`config.mk`:
```
export PLATFORM = sky130hd
export DESIGN_NAME = pipeline_reg_stage
export DESIGN_NICKNAME = d
export VERILOG_FILES = /design/src/rtl/pipeline_reg_stage.sv
export SDC_FILE = /design/constraint.sdc
export NUM_CORES = 1
export LEC_CHECK = 0
export CAP_MARGIN = 20
export CORE_AREA = 2 2 96 98
export DETAILED_ROUTE_END_ITERATION = 7
export DIE_AREA = 0 0 98 100
export PLACE_DENSITY_LB_ADDON = 0.15
export SLEW_MARGIN = 20
export SYNTH_ARGS = -nofsm -noshare
export SYNTH_HDL_FRONTEND = slang
export SYNTH_SLANG_ARGS = --single-unit
```
`constraint.sdc`:
```
create_clock -name clock -period 4.3 [get_ports clock]
set_input_delay 0.43 -clock clock [delete_from_list [all_inputs] [get_ports clock]]
set_output_delay 0.43 -clock clock [all_outputs]
set_load 0.02 [all_outputs]
```
`src/rtl/pipeline_reg_stage.sv`:
```
// One pipeline stage register with a valid/ready handshake, built as a two-entry skid buffer.
// Optional synchronous flush is compiled in with `define PIPE_REG_FLUSH_EN.
module pipeline_reg_stage #(
  parameter int              WIDTH       = 32,
  parameter logic [WIDTH-1:0] RESET_VALUE = '0
) (
  input  logic             clock,
  input  logic             reset_n,
  input  logic             in_valid,
  output logic             in_ready,
  input  logic [WIDTH-1:0] input_reg,
  output logic             out_valid,
  input  logic             out_ready,
  output logic [WIDTH-1:0] output_reg,
  input  logic             flush
);

  typedef enum logic [1:0] {
    EMPTY = 2'd0,
    BUSY  = 2'd1,
    FULL  = 2'd2
  } state_t;

  state_t           state_r;
  state_t           state_next_s;
  logic [WIDTH-1:0] main_r;
  logic [WIDTH-1:0] skid_r;
  logic             out_valid_r;
  logic             in_ready_r;
  logic             accept_s;
  logic             drain_s;
  logic             flush_s;
  logic             load_main_in_s;
  logic             load_main_skid_s;
  logic             load_skid_s;

`ifdef PIPE_REG_FLUSH_EN
  assign flush_s = flush;
`else
  // The port is kept for a uniform interface; nothing reads it in this build.
  logic unused_flush_s;
  assign unused_flush_s = flush;
  assign flush_s        = 1'b0;
`endif

  // Handshake events use only registered ready/valid, so no input reaches an output combinationally.
  assign accept_s = in_valid & in_ready_r;
  assign drain_s  = out_valid_r & out_ready;

  // Next-state and data-load decode; flush overrides every transition.
  always_comb begin
    state_next_s     = state_r;
    load_main_in_s   = 1'b0;
    load_main_skid_s = 1'b0;
    load_skid_s      = 1'b0;
    if (flush_s) begin
      state_next_s = EMPTY;
    end else begin
      case (state_r)
        EMPTY: begin
          if (accept_s) begin
            state_next_s   = BUSY;
            load_main_in_s = 1'b1;
          end else begin
            state_next_s = EMPTY;
          end
        end
        BUSY: begin
          if (accept_s && drain_s) begin
            state_next_s   = BUSY;
            load_main_in_s = 1'b1;
          end else if (accept_s) begin
            state_next_s = FULL;
            load_skid_s  = 1'b1;
          end else if (drain_s) begin
            state_next_s = EMPTY;
          end else begin
            state_next_s = BUSY;
          end
        end
        FULL: begin
          if (drain_s) begin
            state_next_s     = BUSY;
            load_main_skid_s = 1'b1;
          end else begin
            state_next_s = FULL;
          end
        end
        default: begin
          state_next_s = EMPTY;
        end
      endcase
    end
  end

  // State and the handshake outputs decoded from the next state.
  always_ff @(posedge clock or negedge reset_n) begin
    if (!reset_n) begin
      state_r     <= EMPTY;
      out_valid_r <= 1'b0;
      in_ready_r  <= 1'b1;
    end else begin
      state_r     <= state_next_s;
      out_valid_r <= (state_next_s != EMPTY);
      in_ready_r  <= (state_next_s != FULL);
    end
  end

  // Main and skid data registers; these are not cleared by flush.
  always_ff @(posedge clock or negedge reset_n) begin
    if (!reset_n) begin
      main_r <= RESET_VALUE;
      skid_r <= RESET_VALUE;
    end else begin
      if (load_main_in_s) begin
        main_r <= input_reg;
      end else if (load_main_skid_s) begin
        main_r <= skid_r;
      end else begin
        main_r <= main_r;
      end
      if (load_skid_s) begin
        skid_r <= input_reg;
      end else begin
        skid_r <= skid_r;
      end
    end
  end

  assign output_reg = main_r;
  assign out_valid  = out_valid_r;
  assign in_ready   = in_ready_r;

endmodule

```
==> metrics.cfg <==
[sta]
fmax_mhz = 460
setup_tns_ps = 0
slew_headroom = 0.448
finalHoldViolCount = 0
clock_skew_ps = 6.79
rsz0062_at_grt = false
setup_violations = 0
period_needed_ps = 2170
setup_ws_ps = 2130
period_share = 0.505
final_max_slew_viol_count = 0
tightest_slew_ps = 828

[cts]
cts_tree = done
cts_resized = 0
cts_setup_buffers = 0
root_buffer = clkbuf_8
cts_num_sinks = 68
cts_max_level = 3
clk_pin_slew_worst_paths_ps = 70
cts-buffers-inserted = 9
cts_buffer_depth = 2
cts_hold_buf = 0
clk_latency_ps = 330

[detailed_routing]
dr.pass1.iters = 2
drc = 0
routed-wl-met2_um = 2740
wl_met3_um = 313
wl_per_cell_um = 15.2
avgViaCountPerCell = 4.68
met1_length_um = 2580
vias = 1770
drtIter0Drc = 26
top_layer_used = met4
ant_nets = 0
detail_route.wirelength_um = 5760

[floorplan]
die_x_um = 98
core_um2 = 8890
ios = 71
start_util = 0.334
die_h_um = 100
die_area_um2 = 9800
row_count = 35

[flow_run]
maxCapViolCount = 0

[placement]
preCtsSetupSlack_ps = 1730
place_congestion = 0.664
place_hpwl_um = 3680
io_buffers = 69

[synthesis]
synth.area.top_cells = dfrtp_1 56%, mux2_2 25%, mux2_1 11%
yosysTopAreaCellShare = 0.565
ys_seq_elements = 68
yosys.area.top_type = dfrtp_1
syn-num-nets = 227
synth-warning-count = 0
synth_seq_area_share = 0.574
syn_area_um2 = 2970
ys_types = 17
synth_cells = 189
syn_avg_cell_area_um2 = 15.7

[power_and_ir_drop]
ir_drop_mv = 0.297
power_density_nw_per_um2 = 742
power.leakage_nw = 1.65

[run_status]
status = finished clean

[cells_and_area]
drive_gt1_frac = 0.326
diodes = 0
nFillCells = 851
nets = 301
area.growth.synth_to_final_pct = 32.2

[setup_path]
critPathLaunchType = input port
cp.arrival_ps = 2390
crit_required_ps = 4520
crit_type = in -> reg
path_max_fanout = 33
cp-end-kind = flop

[global_routing]
grt_max_degree = 37
grt_pass1_vias = 1973
track_usage = 0.128
antenna_found_initial = 0
grt_overflow = 0
grt_pass1_wl_um = 9720

[hold_path]
hold_path.class = in -> async

worst paths after layout:
path                       depth (start not counted)              to  slack [ps]       start
max                                                4  output_reg[22]        2130   out_ready
min                                                1   output_reg[9]         190     reset_n
max reg2reg                                        3  output_reg[22]        2220  state_r[0]
min reg2reg                                        1      skid_r[29]         500  skid_r[29]
max in group asynchronous                          2  output_reg[19]        3160     reset_n
min in group clock                                 1      skid_r[29]         500  skid_r[29]
power breakdown:
part / switching, mW / internal [mW]
logic: 0.543 / 0.767
registers: 0.165 / 0.974
clock network: 0.226 / 0.236
total: 0.933 / 1.98
cell usage in the layout (no fill, tap or decap):
cell and instances:
clkbuf_8 11, clkinv_2 2, nor2_1 1, clkdlybuf4s50_1 68, dfstp_2 1, buf_4 4, nand4b_4 1, o31a_1 1
clkbuf_1 2, nand2_1 3, mux2_2 67, mux2_1 29, nand3b_1 2, o21a_1 1, dfrtp_1 67, inv_1 1
a211o_1 1, mux2i_1 1, o21ai_0 2, ha_1 1, buf_2 1
stage by stage:
step	cells	power (mW)	hold WS, ps	instance area [µm²]	utilization
finish	378	2.91	190	3920	0.441
detailed placement	363	2.49	488	3750	0.422
global placement	363	2.46	484	3750	0.422
global route	378	3.11	235	3920	0.441
floorplan	189	1.97	134	2970	-
CTS	378	2.96	215	3920	0.441
synth_stat cells, drive strengths merged:
| cell type | number |
|---|---|
| mux2 | 96 |
| dfrtp | 67 |
| buf | 10 |
| nand2 | 3 |
| nand3b | 2 |
| o21ai | 2 |
| a211o | 1 |
| dfstp | 1 |
| ha | 1 |
| inv | 1 |
| mux2i | 1 |
| nand4b | 1 |
| nor2 | 1 |
| o21a | 1 |
| o31a | 1 |
critical path, cell delays in order:
cell	delay, ps
clkdlybuf4s50_1	530
nand4b_4	600
mux2_1	560
mux2_2	260
per-layer routing:
metal	vias to the layer above	GRT usage
met3	11	0.0362
li1	823	-
met2	44	0.209
met4	0	0.0641
met5	-	0
met1	892	0.157
cells by family after synthesis:
group	Yosys count	synth area share
mux	97	0.368
flops	68	0.574
buf+inv	11	0.0244
simple gates	7	0.0181
compound gates	5	0.0118
fa+ha+maj	1	0.00422
area by class of cell:
| class | count | area (µm²) | area share |
|---|---|---|---|
| Sequential cell | 68 | 1700 | 0.434 |
| Inverter | 1 | 3.75 | 0.000957 |
| Tap cell | 111 | 139 | 0.0354 |
| Multi-Input combinational cell | 110 | 1190 | 0.304 |
| Clock buffer | 13 | 159 | 0.0405 |
| Timing Repair Buffer | 73 | 716 | 0.182 |
| Clock inverter | 2 | 10.0 | 0.00255 |
(Power assumes the default switching activity.)
